`src/rtl/snoop_bus_arbiter.sv`:
```
// Round-robin arbiter for a shared MESI snoop bus. It grants one CPU at a time and
// broadcasts that CPU's message. It then collects acks and shared responses from the
// other CPUs and returns the shared result to the requester with a done pulse.
module snoop_bus_arbiter #(
    parameter int N_CPU   = 4,
    parameter int MSG_W   = 5,
    parameter int SRC_W   = 2,
    parameter int TIMEOUT = 15
) (
    input  logic                   clock,
    input  logic                   clear,
    input  logic [N_CPU-1:0]       req,
    input  logic [N_CPU*MSG_W-1:0] msg_in,
    input  logic [N_CPU-1:0]       snoop_ack,
    input  logic [N_CPU-1:0]       snoop_shared,
    output logic [N_CPU-1:0]       gnt,
    output logic [N_CPU-1:0]       done,
    output logic                   shared_out,
    output logic                   bus_valid,
    output logic [MSG_W-1:0]       bus_msg,
    output logic [SRC_W-1:0]       bus_src,
    output logic                   timeout_err
);

    localparam logic [1:0] IDLE  = 2'd0;
    localparam logic [1:0] BCAST = 2'd1;
    localparam logic [1:0] SNOOP = 2'd2;
    localparam logic [1:0] DONE  = 2'd3;

    logic [1:0]       state;
    logic [1:0]       state_next;
    logic [SRC_W-1:0] ptr;
    logic [SRC_W-1:0] winner;
    logic [SRC_W-1:0] cand;
    logic [MSG_W-1:0] msg_arr [N_CPU];
    logic [MSG_W-1:0] win_msg;
    logic             win_noop;
    logic [N_CPU-1:0] src_mask;
    logic [N_CPU-1:0] others;
    logic [N_CPU-1:0] ack_acc;
    logic [N_CPU-1:0] shared_acc;
    logic [N_CPU-1:0] ack_next;
    logic [N_CPU-1:0] shared_next;
    logic [3:0]       count;
    logic             all_acked;
    logic             hit_timeout;

    // Split the flat message bus into per-CPU slices.
    always_comb begin
        for (int i = 0; i < N_CPU; i++) begin
            msg_arr[i] = msg_in[i*MSG_W +: MSG_W];
        end
    end

    // Round-robin pick: the lowest offset from ptr that is requesting wins.
    always_comb begin
        winner = ptr;
        cand   = ptr;
        for (int k = N_CPU - 1; k >= 0; k--) begin
            cand = SRC_W'((int'(ptr) + k) % N_CPU);
            if (req[cand]) begin
                winner = cand;
            end
        end
    end

    // Decode the winner's message and the source/other-CPU masks for the snoop phase.
    always_comb begin
        win_msg     = msg_arr[winner];
        win_noop    = (win_msg[MSG_W-1 -: 2] == 2'b00);
        src_mask    = N_CPU'(1) << bus_src;
        others      = ~src_mask;
        ack_next    = ack_acc | (snoop_ack & others);
        shared_next = shared_acc | (snoop_shared & others);
        all_acked   = &(ack_next | src_mask);
        // The counter holds the number of SNOOP cycles already elapsed.
        hit_timeout = (count >= 4'(TIMEOUT - 1));
    end

    // Next-state logic for the transaction sequencer.
    always_comb begin
        state_next = state;
        unique case (state)
            IDLE:    if (|req) state_next = win_noop ? DONE : BCAST;
            BCAST:   state_next = SNOOP;
            SNOOP:   if (all_acked || hit_timeout) state_next = DONE;
            DONE:    state_next = IDLE;
            default: state_next = IDLE;
        endcase
    end

    // State, latched bus message, accumulators, counter and sticky error.
    always_ff @(posedge clock or negedge clear) begin
        if (!clear) begin
            state       <= IDLE;
            ptr         <= '0;
            bus_msg     <= '0;
            bus_src     <= '0;
            ack_acc     <= '0;
            shared_acc  <= '0;
            count       <= '0;
            shared_out  <= 1'b0;
            timeout_err <= 1'b0;
        end else begin
            state <= state_next;
            unique case (state)
                IDLE: begin
                    if (|req) begin
                        bus_msg <= win_msg;
                        bus_src <= winner;
                        if (win_noop) shared_out <= 1'b0;
                    end
                end
                BCAST: begin
                    ack_acc    <= '0;
                    shared_acc <= '0;
                    count      <= '0;
                end
                SNOOP: begin
                    ack_acc    <= ack_next;
                    shared_acc <= shared_next;
                    if (count != 4'hF) count <= count + 4'd1;
                    if (all_acked || hit_timeout) shared_out <= |shared_next;
                    // A full set of acks on the last allowed cycle is not a timeout.
                    if (!all_acked && hit_timeout) timeout_err <= 1'b1;
                end
                DONE: begin
                    ptr <= (bus_src == SRC_W'(N_CPU - 1)) ? '0 : bus_src + SRC_W'(1);
                end
                default: ;
            endcase
        end
    end

    // Grant, done and broadcast strobe decode from the registered state.
    always_comb begin
        gnt       = (state != IDLE) ? src_mask : '0;
        done      = (state == DONE) ? src_mask : '0;
        bus_valid = (state == BCAST);
    end

endmodule
```
`config.mk`:
```
export PLATFORM = sky130hd
export DESIGN_NAME = snoop_bus_arbiter
export DESIGN_NICKNAME = d
export VERILOG_FILES = /design/src/rtl/snoop_bus_arbiter.sv
export SDC_FILE = /design/constraint.sdc
export NUM_CORES = 1
export LEC_CHECK = 0
export ABC_AREA = 1
export CORE_AREA = 5 5 73 75
export CTS_CLUSTER_SIZE = 40
export DETAILED_ROUTE_END_ITERATION = 7
export DIE_AREA = 0 0 78 80
export HOLD_SLACK_MARGIN = 0.06
export PLACE_DENSITY_LB_ADDON = 0.25
export REMOVE_ABC_BUFFERS = 1
export SLEW_MARGIN = 0
export SYNTH_ARGS = -nofsm -noshare
export SYNTH_HDL_FRONTEND = slang
export SYNTH_SLANG_ARGS = --single-unit
```
`constraint.sdc`:
```
create_clock -name clock -period 5.45 [get_ports clock]
set_input_delay 0.545 -clock clock [delete_from_list [all_inputs] [get_ports clock]]
set_output_delay 0.545 -clock clock [all_outputs]
set_load 0.005 [all_outputs]
```
==> metrics.cfg, run 1 <==
[power_and_ir_drop]
p_leak_uw = 0.00126
power_frac_seq = 0.250
relative_contribution_of_the_clock_network_to_total_power = 0.089
pwr-share-comb = 0.661
power.net_switching_uw = 654
ir_drop_mv = 0.243
power.internal_uw = 682
swShare = 0.490
cellPowerDensity_mw_per_mm2 = 562

[global_routing]
antenna_found_initial = 0
grt_start_max_net_pins = 26
grt_overflow_total = 0
global_route.usage.total = 0.141
via_count_of_the_first_global_routing_pass = 1633
grt_pass1_wl_mm = 7.17

[sta]
report.final.hold_viol_count = 0
timing.slew.headroom = 0.649
worstMarginPinSlew_ns = 0.524
timing.final.crit_period_ns = 2.32
clock.fmax_mhz = 431
final_setup_violation_count = 0
maxSlewViolCount = 0
tns_ns = 0
period_utilization_post_route = 0.425
final.setup_skew_ns = 0.00541
grt_setup_unrepaired = false

[route]
detailedRoute.firstIterationViolations = 92
detailed_router_iteration_count_before_antenna_repair = 4
routed-via-count = 1775
finalWirelength_mm = 4.25
route.detailed.wl_per_inst_microns = 11.9
ant_nets = 0
drt-vias-per-instance = 4.96
drc = 0

[synthesis]
yosysWarningCount = 0
yosys-top-cells-area = sky130_fd_sc_hd__dfrtp_1 35%, sky130_fd_sc_hd__nand2_1 15%, sky130_fd_sc_hd__inv_1 8.5%
synth.ff_latch_count = 25
synth.cells.most_frequent = 72 x sky130_fd_sc_hd__nand2_1, 40 x sky130_fd_sc_hd__inv_1, 28 x sky130_fd_sc_hd__nand3_1
synth.lib_cells_used.distinct = 25
count_leader_synth = sky130_fd_sc_hd__nand2_1
ys_async_sr_fraction = 1.00
netlist_instances = 252
post-synth-top-area-cell = sky130_fd_sc_hd__dfrtp_1
netlist_area_sq_mm = 0.00177
synth-edff-count = 0
synthDominantCellAreaShare = 0.353
yosysSeqAreaShare = 0.353
synthFlopType = sky130_fd_sc_hd__dfrtp_1
postSynthAreaPerCell_sq_um = 7.03

[finish]
finish.net_count = 349
layout-drive-gt1-share = 0.0855
flow.area_growth_from_synthesis_pct = 34.1
diodes = 0
total_of_fill_cells_in_the_finished_design = 490
layout.cells.non_filler = 358
layout.cell_area.non_filler_sq_mm = 0.00237

[critical_path]
crit_fanout = 4
crit-reg2reg-launch = ptr[0]
end_kind = output pin
start_kind = flop
worst_ep_required_time_ns = 4.91
cp_data_arrival_time_ns = 1.77
r2r_cells = 17
worst-r2r-setup-slack_ns = 3.34
timing_worst_setup_path_type = reg -> out
worstReg2RegEnd = shared_out

[clocking]
cts-resized-gates = 0
clkSlewWorstSetupHoldPaths_ns = 0.10
insertion_delay_ns = 0.28
cts.sinks = 25
cts-root-to-sink-buffers = 2
cts_max_level = 1
cts_made_buffers = 3
post_cts_buffers = 0
tritoncts = built
postCtsHoldBufs = 0
root_buffer = sky130_fd_sc_hd__clkbuf_8

[worst_hold_path]
holdCritPathClass = reg -> reg
min_path_cells = 1
hp-start = timeout_err
hold_path_end = timeout_err

[flow_run]
cap_viol_max_count = 0

[floorplan]
std_cell_rows = 25
dieHeight_microns = 80
io-pin-count = 52
core_area_sq_mm = 0.00460
fp.dieArea_sq_mm = 0.00624
start_util = 0.385
die_w_microns = 78

[placement]
post-place-cells = 354
detailed_place_hpwl_mm = 3.39
routability_congestion_estimate = 0.792
dpl_cell_area_sq_mm = 0.00232
place.port_buffers = 51

[status]
outcome = finished clean

-- per-layer routing --
metal / part of all wire / global-route usage / up-vias
met5: 0 / 0 / -
met4: 0.012 / 0.0355 / 0
met3: 0.052 / 0.0339 / 6
met2: 0.48 / 0.240 / 45
met1: 0.46 / 0.178 / 824
li1: - / - / 900
-- worst max-delay path by stage --
| stage | start | end | slack [ns] | cells after the start |
|---|---|---|---|---|
| 3_5_place_dp | req[1] | shared_out | 2.96 | 18 |
| 5_1_grt | bus_src[0] | gnt[0] | 3.02 | 5 |
| 4_1_cts | bus_src[0] | gnt[0] | 3.13 | 5 |
| 2_1_floorplan | ptr[0] | shared_out | 3.61 | 17 |
| 6_report | bus_src[0] | gnt[0] | 3.13 | 5 |
| 3_3_place_gp | req[1] | shared_out | 3.01 | 18 |
-- worst max-delay path, cell delays in order (launching register included) --
cell	delay (ns)
sky130_fd_sc_hd__dfrtp_1	0.43
sky130_fd_sc_hd__inv_1	0.15
sky130_fd_sc_hd__ha_1	0.22
sky130_fd_sc_hd__inv_1	0.09
sky130_fd_sc_hd__nor2_1	0.10
sky130_fd_sc_hd__clkdlybuf4s50_1	0.51
-- sequential cells by signal, indices dropped and copies added (netlist names) --
register and count:
bus_msg 5, ack_acc 4, count 4, shared_acc 4
bus_src 2, ptr 2, state 2, shared_out 1
timeout_err 1
-- through the flow --
stage	util	total power (uW)	setup WS (ns)	hold WS [ns]
2_1_floorplan	-	942	3.61	0.249
3_3_place_gp	0.506	1210	3.01	0.466
3_5_place_dp	0.506	1220	2.96	0.469
4_1_cts	0.516	1350	3.13	0.498
5_1_grt	0.516	1490	3.02	0.512
6_report	0.516	1340	3.13	0.488
-- power by group through the flow --
stage / logic (uW) / registers [uW] / clock network [uW]
2_1_floorplan: 615 / 326 / 0
3_3_place_gp: 871 / 335 / 0
3_5_place_dp: 888 / 336 / 0
4_1_cts: 892 / 334 / 122
5_1_grt: 1010 / 348 / 127
6_report: 883 / 334 / 118
-- cell usage in the layout (no fill, tap or decap) --
cell,instances
sky130_fd_sc_hd__nand2_1,72
sky130_fd_sc_hd__o21ai_0,17
sky130_fd_sc_hd__mux2i_1,4
sky130_fd_sc_hd__buf_4,1
sky130_fd_sc_hd__inv_2,3
sky130_fd_sc_hd__o211a_1,1
sky130_fd_sc_hd__clkbuf_8,3
sky130_fd_sc_hd__ha_1,10
sky130_fd_sc_hd__o21bai_1,1
sky130_fd_sc_hd__o21ai_2,1
sky130_fd_sc_hd__nand3_1,28
sky130_fd_sc_hd__a31o_2,1
sky130_fd_sc_hd__a21oi_1,10
sky130_fd_sc_hd__nand4_1,3
sky130_fd_sc_hd__inv_1,40
sky130_fd_sc_hd__nor2_1,13
sky130_fd_sc_hd__nand3_2,3
sky130_fd_sc_hd__nor4_1,1
sky130_fd_sc_hd__nand2_2,11
sky130_fd_sc_hd__inv_6,2
sky130_fd_sc_hd__o21ai_1,1
sky130_fd_sc_hd__nand2_4,1
sky130_fd_sc_hd__dfrtp_1,25
sky130_fd_sc_hd__clkdlybuf4s50_1,51
sky130_fd_sc_hd__a41oi_1,1
-- logic make-up (layout without fill, tap and decap cells) --
| group | after synthesis | after routing | synth area share |
|---|---|---|---|
| adder cells (fa/ha/maj) | 10 | 10 | 0.0707 |
| multiplexers | 4 | 4 | 0.0226 |
| AO/OA/AOI/OAI | 33 | 33 | 0.104 |
| flip-flops | 25 | 25 | 0.353 |
| AND/OR/NAND/NOR | 132 | 132 | 0.336 |
| buffers and inverters | 48 | 100 | 0.114 |
-- cell type report --
| type | count | area (sq um) | share of cell area |
|---|---|---|---|
| sequential | 25 | 626 | 0.263 |
| clock inverter | 1 | 8.76 | 0.00369 |
| tap | 54 | 67.6 | 0.0285 |
| inverter | 44 | 170 | 0.0717 |
| timing repair buffer | 52 | 518 | 0.218 |
| multi-input combinational | 179 | 943 | 0.397 |
| clock buffer | 3 | 41.3 | 0.0174 |
(Power assumes the default switching activity.)
==> inputs of run 2 (changes only) <==
==> constraint.sdc (replaced) <==
create_clock -name clock -period 2.2 [get_ports clock]
set_input_delay 0.22 -clock clock [delete_from_list [all_inputs] [get_ports clock]]
set_output_delay 0.22 -clock clock [all_outputs]
set_load 0.005 [all_outputs]
==> run 2 against run 1 <==
Against the previous run:
- clock-buffer cell count stayed put
- wire length shrank 1.4%
- cell count grew 1.1%
- largest power group unchanged
- clock power increased by 140%
- flip-flop and latch count did not move
- combinational power rose to 2.5 times the previous value
- sequential power rose by 150%
- power rose to 2.5 times the previous value
- register-to-register slack got worse by 3.0 ns
==> metrics.cfg, run 2 (synthesis gave the netlist of run 1 again) <==
[route]
detailed_router_iteration_count_before_antenna_repair = 4
route.detailed.wl_per_inst_microns = 11.6
detailedRoute.firstIterationViolations = 84
routed-via-count = 1749
drt-vias-per-instance = 4.83
finalWirelength_mm = 4.19
ant_nets = 0
drc = 0

[power_and_ir_drop]
cellPowerDensity_mw_per_mm2 = 1400
power.internal_uw = 1750
ir_drop_mv = 0.606
power_frac_seq = 0.247
swShare = 0.481
relative_contribution_of_the_clock_network_to_total_power = 0.085
power.net_switching_uw = 1620
p_leak_uw = 0.00128
pwr-share-comb = 0.668

[critical_path]
timing.critical_path.cells = inv_1 > ha_1 > buf_4 > nor2_1 > clkdlybuf4s50_1
crit_fanout = 7
worstPathBufferInverterCount = 3
cp_data_arrival_time_ns = 1.75
end_kind = output pin
start_kind = flop
slowest_stage = sky130_fd_sc_hd__clkdlybuf4s50_1
worst_ep_required_time_ns = 1.98
timing_worst_setup_path_type = reg -> out
critical-path-max-stage-delay_ns = 0.51
worst_path_dominant_cell_family = buffers and inverters

[sta]
report.final.hold_viol_count = 0
final_setup_violation_count = 0
grt_setup_unrepaired = false
timing.final.crit_period_ns = 1.97
timing.slew.headroom = 0.664
maxSlewViolCount = 0
final.setup_skew_ns = 0.00247
worstMarginPinSlew_ns = 0.502
tns_ns = 0
clock.fmax_mhz = 508
period_utilization_post_route = 0.894
final_worst_setup_slack_ns = 0.233

[finish]
diodes = 0
commonest_non_fill_non_tap_cell_in_the_layout = sky130_fd_sc_hd__nand2_1
largest_register_ffs = 5
ff_latch_area_sq_um = 627
layout-drive-gt1-share = 0.101
largest_register = bus_msg
finish.net_count = 353
layout.cells.non_filler = 362
flow.area_growth_from_synthesis_pct = 35.9
layout.cells.most_common_list = 72 x sky130_fd_sc_hd__nand2_1, 51 x sky130_fd_sc_hd__clkdlybuf4s50_1, 40 x sky130_fd_sc_hd__inv_1, 28 x sky130_fd_sc_hd__nand3_1, 24 x sky130_fd_sc_hd__dfrtp_1
total_of_fill_cells_in_the_finished_design = 461
multi_input_comb_area_sq_um = 943

[clocking]
cts_max_level = 1
clkSlewWorstSetupHoldPaths_ns = 0.09
cts_made_buffers = 3
root_buffer = sky130_fd_sc_hd__clkbuf_8
cts-root-to-sink-buffers = 2
insertion_delay_ns = 0.27
post_cts_buffers = 0
tritoncts = built
cts.sinks = 25

[global_routing]
grt_start_max_net_pins = 26
antenna_found_initial = 0
global_route.usage.total = 0.138
grt_pass1_wl_mm = 7.11
grt_overflow_total = 0
via_count_of_the_first_global_routing_pass = 1605

[floorplan]
io-pin-count = 52
start_util = 0.385
core_area_sq_mm = 0.00460
dieHeight_microns = 80
std_cell_rows = 25
fp.dieArea_sq_mm = 0.00624
die_w_microns = 78

[placement]
pre_cts_setup_slack_ns = 0.124
routability_congestion_estimate = 0.760
detailed_place_hpwl_mm = 3.43
post-place-cells = 358
place.port_buffers = 51

[flow_run]
cap_viol_max_count = 0

[worst_hold_path]
holdCritPathClass = in -> async

[status]
outcome = finished clean

[run 2: cell types whose count changed in the layout (fill, tap and decap cells not counted), sizes merged]
cell / delta
buf: +4
[run 2: power groups by stage]
stage          Combinational [uW]  Clock, uW  Sequential [uW]
3_5_place_dp                 2270          0              837
2_1_floorplan                1520          0              808
6_report                     2250        286              831
5_1_grt                      2580        311              864
4_1_cts                      2280        296              829
3_3_place_gp                 2230          0              835
[run 2: routing by layer]
layer,part of all wire,vias up,track usage
li1,-,910,-
met3,0.053,2,0.0327
met2,0.49,43,0.230
met5,0,-,0
met4,0.0057,0,0.0253
met1,0.45,794,0.183
[run 2: metrics by stage]
step	hold slack (ns)	total power, uW	area [sq um]	util
2_1_floorplan	-0.0756	2330	1740	-
3_3_place_gp	0.466	3070	2350	0.512
3_5_place_dp	0.469	3110	2350	0.512
4_1_cts	0.311	3410	2400	0.523
5_1_grt	0.327	3760	2410	0.523
6_report	0.301	3370	2410	0.523
[run 2: repair_timing]
item | 4_1_cts | 5_1_grt
resized for setup | 0 | 1
hold buffers | 0 | 0
setup endpoints to repair | 0 | 2
[run 2: worst register-to-register path: cells and delay by family (launching register included)]
family                 cells  cell delay [ns]
AND/OR/NAND/NOR           16             1.11
flip-flops                 1             0.52
buffers and inverters      2             0.17
[run 2: worst paths after layout]
check	depth (start not counted)	slack, ns	to	start
hold reg to reg	1	0.49	timeout_err	timeout_err
setup / recovery	5	0.23	gnt[3]	state[0]
setup reg to reg	18	0.30	shared_out	ptr[0]
hold / removal	2	0.30	ack_acc[1]	clear
min in group clock	1	0.49	timeout_err	timeout_err
max in group asynchronous	2	1.64	ptr[0]	clear
[run 2: cell type report]
class                      count  share of cell area
timing repair buffer          56               0.228
clock inverter                 1             0.00364
inverter                      44              0.0707
sequential                    25               0.261
multi-input combinational    179               0.392
tap                           54              0.0281
clock buffer                   3              0.0172
==> inputs of run 3 (changes only) <==
--- a/config.mk
+++ b/config.mk
@@ -6,10 +6,10 @@
 export NUM_CORES = 1
 export LEC_CHECK = 0
 export ABC_AREA = 1
-export CORE_AREA = 5 5 73 75
-export CTS_CLUSTER_SIZE = 40
+export CORE_AREA = 5 5 68 70
+export CTS_CLUSTER_SIZE = 10
 export DETAILED_ROUTE_END_ITERATION = 7
-export DIE_AREA = 0 0 78 80
+export DIE_AREA = 0 0 73 75
 export HOLD_SLACK_MARGIN = 0.06
 export PLACE_DENSITY_LB_ADDON = 0.25
 export REMOVE_ABC_BUFFERS = 1
==> constraint.sdc (replaced) <==
create_clock -name clock -period 2.16 [get_ports clock]
set_input_delay 0.216 -clock clock [delete_from_list [all_inputs] [get_ports clock]]
set_output_delay 0.216 -clock clock [all_outputs]
set_load 0.005 [all_outputs]
==> run 3 against run 2 <==
Against the previous run:
- sequential share of layout area increased by 0.11 points
- flip-flop and latch count unchanged
- design area down 0.42%
- critical path depth unchanged
- clock-buffer cell count grew 1
==> metrics.cfg, run 3 (synthesis gave the netlist of run 1 again) <==
[status]
outcome = finished clean

[critical_path]
critical-path-max-stage-delay_ns = 0.51
timing.critical_path.depth = 5
end_kind = output pin
timing.critical_path.cells = inv_1 > ha_1 > inv_1 > nor2_1 > clkdlybuf4s50_1
worst-r2r-setup-slack_ns = 0.26
worst_ep_required_time_ns = 1.94
crit_fanout = 4
r2r_cells = 18
timing_worst_setup_path_type = reg -> out
worstPathBufferInverterCount = 3
cp_data_arrival_time_ns = 1.76
slowest_stage = sky130_fd_sc_hd__clkdlybuf4s50_1
critical-path-top-cell-by-count = sky130_fd_sc_hd__inv_1
worst_path_dominant_cell_family = buffers and inverters
start_kind = flop

[placement]
place.port_buffers = 51
routability_congestion_estimate = 0.820
detailed_place_hpwl_mm = 3.42

[global_routing]
met2_layer_usage_reported_by_global_route = 0.290
via_count_of_the_first_global_routing_pass = 1707
global_route.usage.total = 0.171
antenna_found_initial = 0
grt_start_max_net_pins = 26
met3_resource_use_gr = 0.0334
groute.layer.met1.usage = 0.218
grt_pass1_wl_mm = 7.40
grt_overflow_total = 0
grt_busiest_layer = met2

[clocking]
cts-root-to-sink-buffers = 2
cts_made_buffers = 3
tritoncts = built
post_cts_buffers = 0
root_buffer = sky130_fd_sc_hd__clkbuf_8
insertion_delay_ns = 0.27
clkSlewWorstSetupHoldPaths_ns = 0.09
cts.sinks = 25
cts_max_level = 1

[route]
route.detailed.wl_per_inst_microns = 11.9
detailed_router_iteration_count_before_antenna_repair = 6
routed-via-count = 1733
finalWirelength_mm = 4.27
drt-vias-per-instance = 4.84
detailedRoute.firstIterationViolations = 126
drc = 0
ant_nets = 0

[sta]
grt_setup_unrepaired = false
clock.fmax_mhz = 505
tns_ns = 0
report.final.hold_viol_count = 0
final.setup_skew_ns = 0.00731
final_setup_violation_count = 0
maxSlewViolCount = 0
hold_ws_ns = 0.301
timing.final.crit_period_ns = 1.98
worstMarginPinSlew_ns = 0.467
period_utilization_post_route = 0.917
timing.slew.headroom = 0.688

[power_and_ir_drop]
finalPower_uw = 3420
p_leak_uw = 0.00128
ir_drop_mv = 0.659
cellPowerDensity_mw_per_mm2 = 1430

[finish]
largest_register_ffs = 5
flow.area_growth_from_synthesis_pct = 35.3
finish.net_count = 353
layout.cells.most_common_list = 72 x sky130_fd_sc_hd__nand2_1, 51 x sky130_fd_sc_hd__clkdlybuf4s50_1, 40 x sky130_fd_sc_hd__inv_1, 28 x sky130_fd_sc_hd__nand3_1, 24 x sky130_fd_sc_hd__dfrtp_1
largest_register = bus_msg
layout-drive-gt1-share = 0.0974
diodes = 0
commonest_non_fill_non_tap_cell_in_the_layout = sky130_fd_sc_hd__nand2_1
final_core_utilization = 0.612

[floorplan]
io-pin-count = 52
dieHeight_microns = 75
core_area_sq_mm = 0.00391
fp.dieArea_sq_mm = 0.00548
std_cell_rows = 23
start_util = 0.452
die_w_microns = 73

[worst_hold_path]
holdCritPathClass = in -> async

[flow_run]
cap_viol_max_count = 0

-- run 3: changes by cell type in the layout (fill, tap and decap cells not counted), sizes merged --
cell and delta:
clkbuf +1, inv -1
-- run 3: routing by layer --
metal,vias to the layer above,share of wire
met5,-,0
met4,0,0.012
met3,6,0.037
met2,25,0.50
met1,796,0.45
li1,906,-
-- run 3: area by class of cell --
class / instances / area (sq um)
repair buffers: 56 / 548
multi-input cells: 179 / 943
fillers: 379 / 1520
well taps: 50 / 62.6
flip-flops and latches: 25 / 627
inverters: 44 / 170
clock buffers: 4 / 45.0
-- run 3: path summary, 6_finish.rpt --
| check | from | to |
|---|---|---|
| worst max-delay path | bus_src[0] | gnt[0] |
| min in group clock | shared_acc[2] | shared_acc[2] |
| worst min-delay path | clear | ack_acc[2] |
| max in group asynchronous | clear | ptr[0] |
| worst max register to register | ptr[0] | shared_out |
| worst min register to register | shared_acc[2] | shared_acc[2] |
-- run 3: stage by stage --
step,setup WS (ns),instances,instance area [sq um]
finish,0.179,358,2400
global route,0.0220,358,2400
CTS,0.139,358,2390
detailed placement,0.0537,354,2350
global placement,0.129,354,2350
floorplan,0.320,248,1740
-- run 3: what timing repair did --
action,CTS,global route
gates resized for setup,0,1
hold buffers,0,0
setup endpoints to repair,0,6
-- run 3: report_power, final --
| part | internal, uW | switching, uW | leakage [uW] |
|---|---|---|---|
| sequential | 671 | 171 | 0.000321 |
| combinational | 974 | 1320 | 0.000936 |
| clock | 132 | 149 | 0.0000228 |
-- run 3: worst register-to-register path: cells and delay by family (launching register included) --
family	cells	cell delay, ns
flops	1	0.51
simple gates	16	1.11
buf+inv	2	0.16
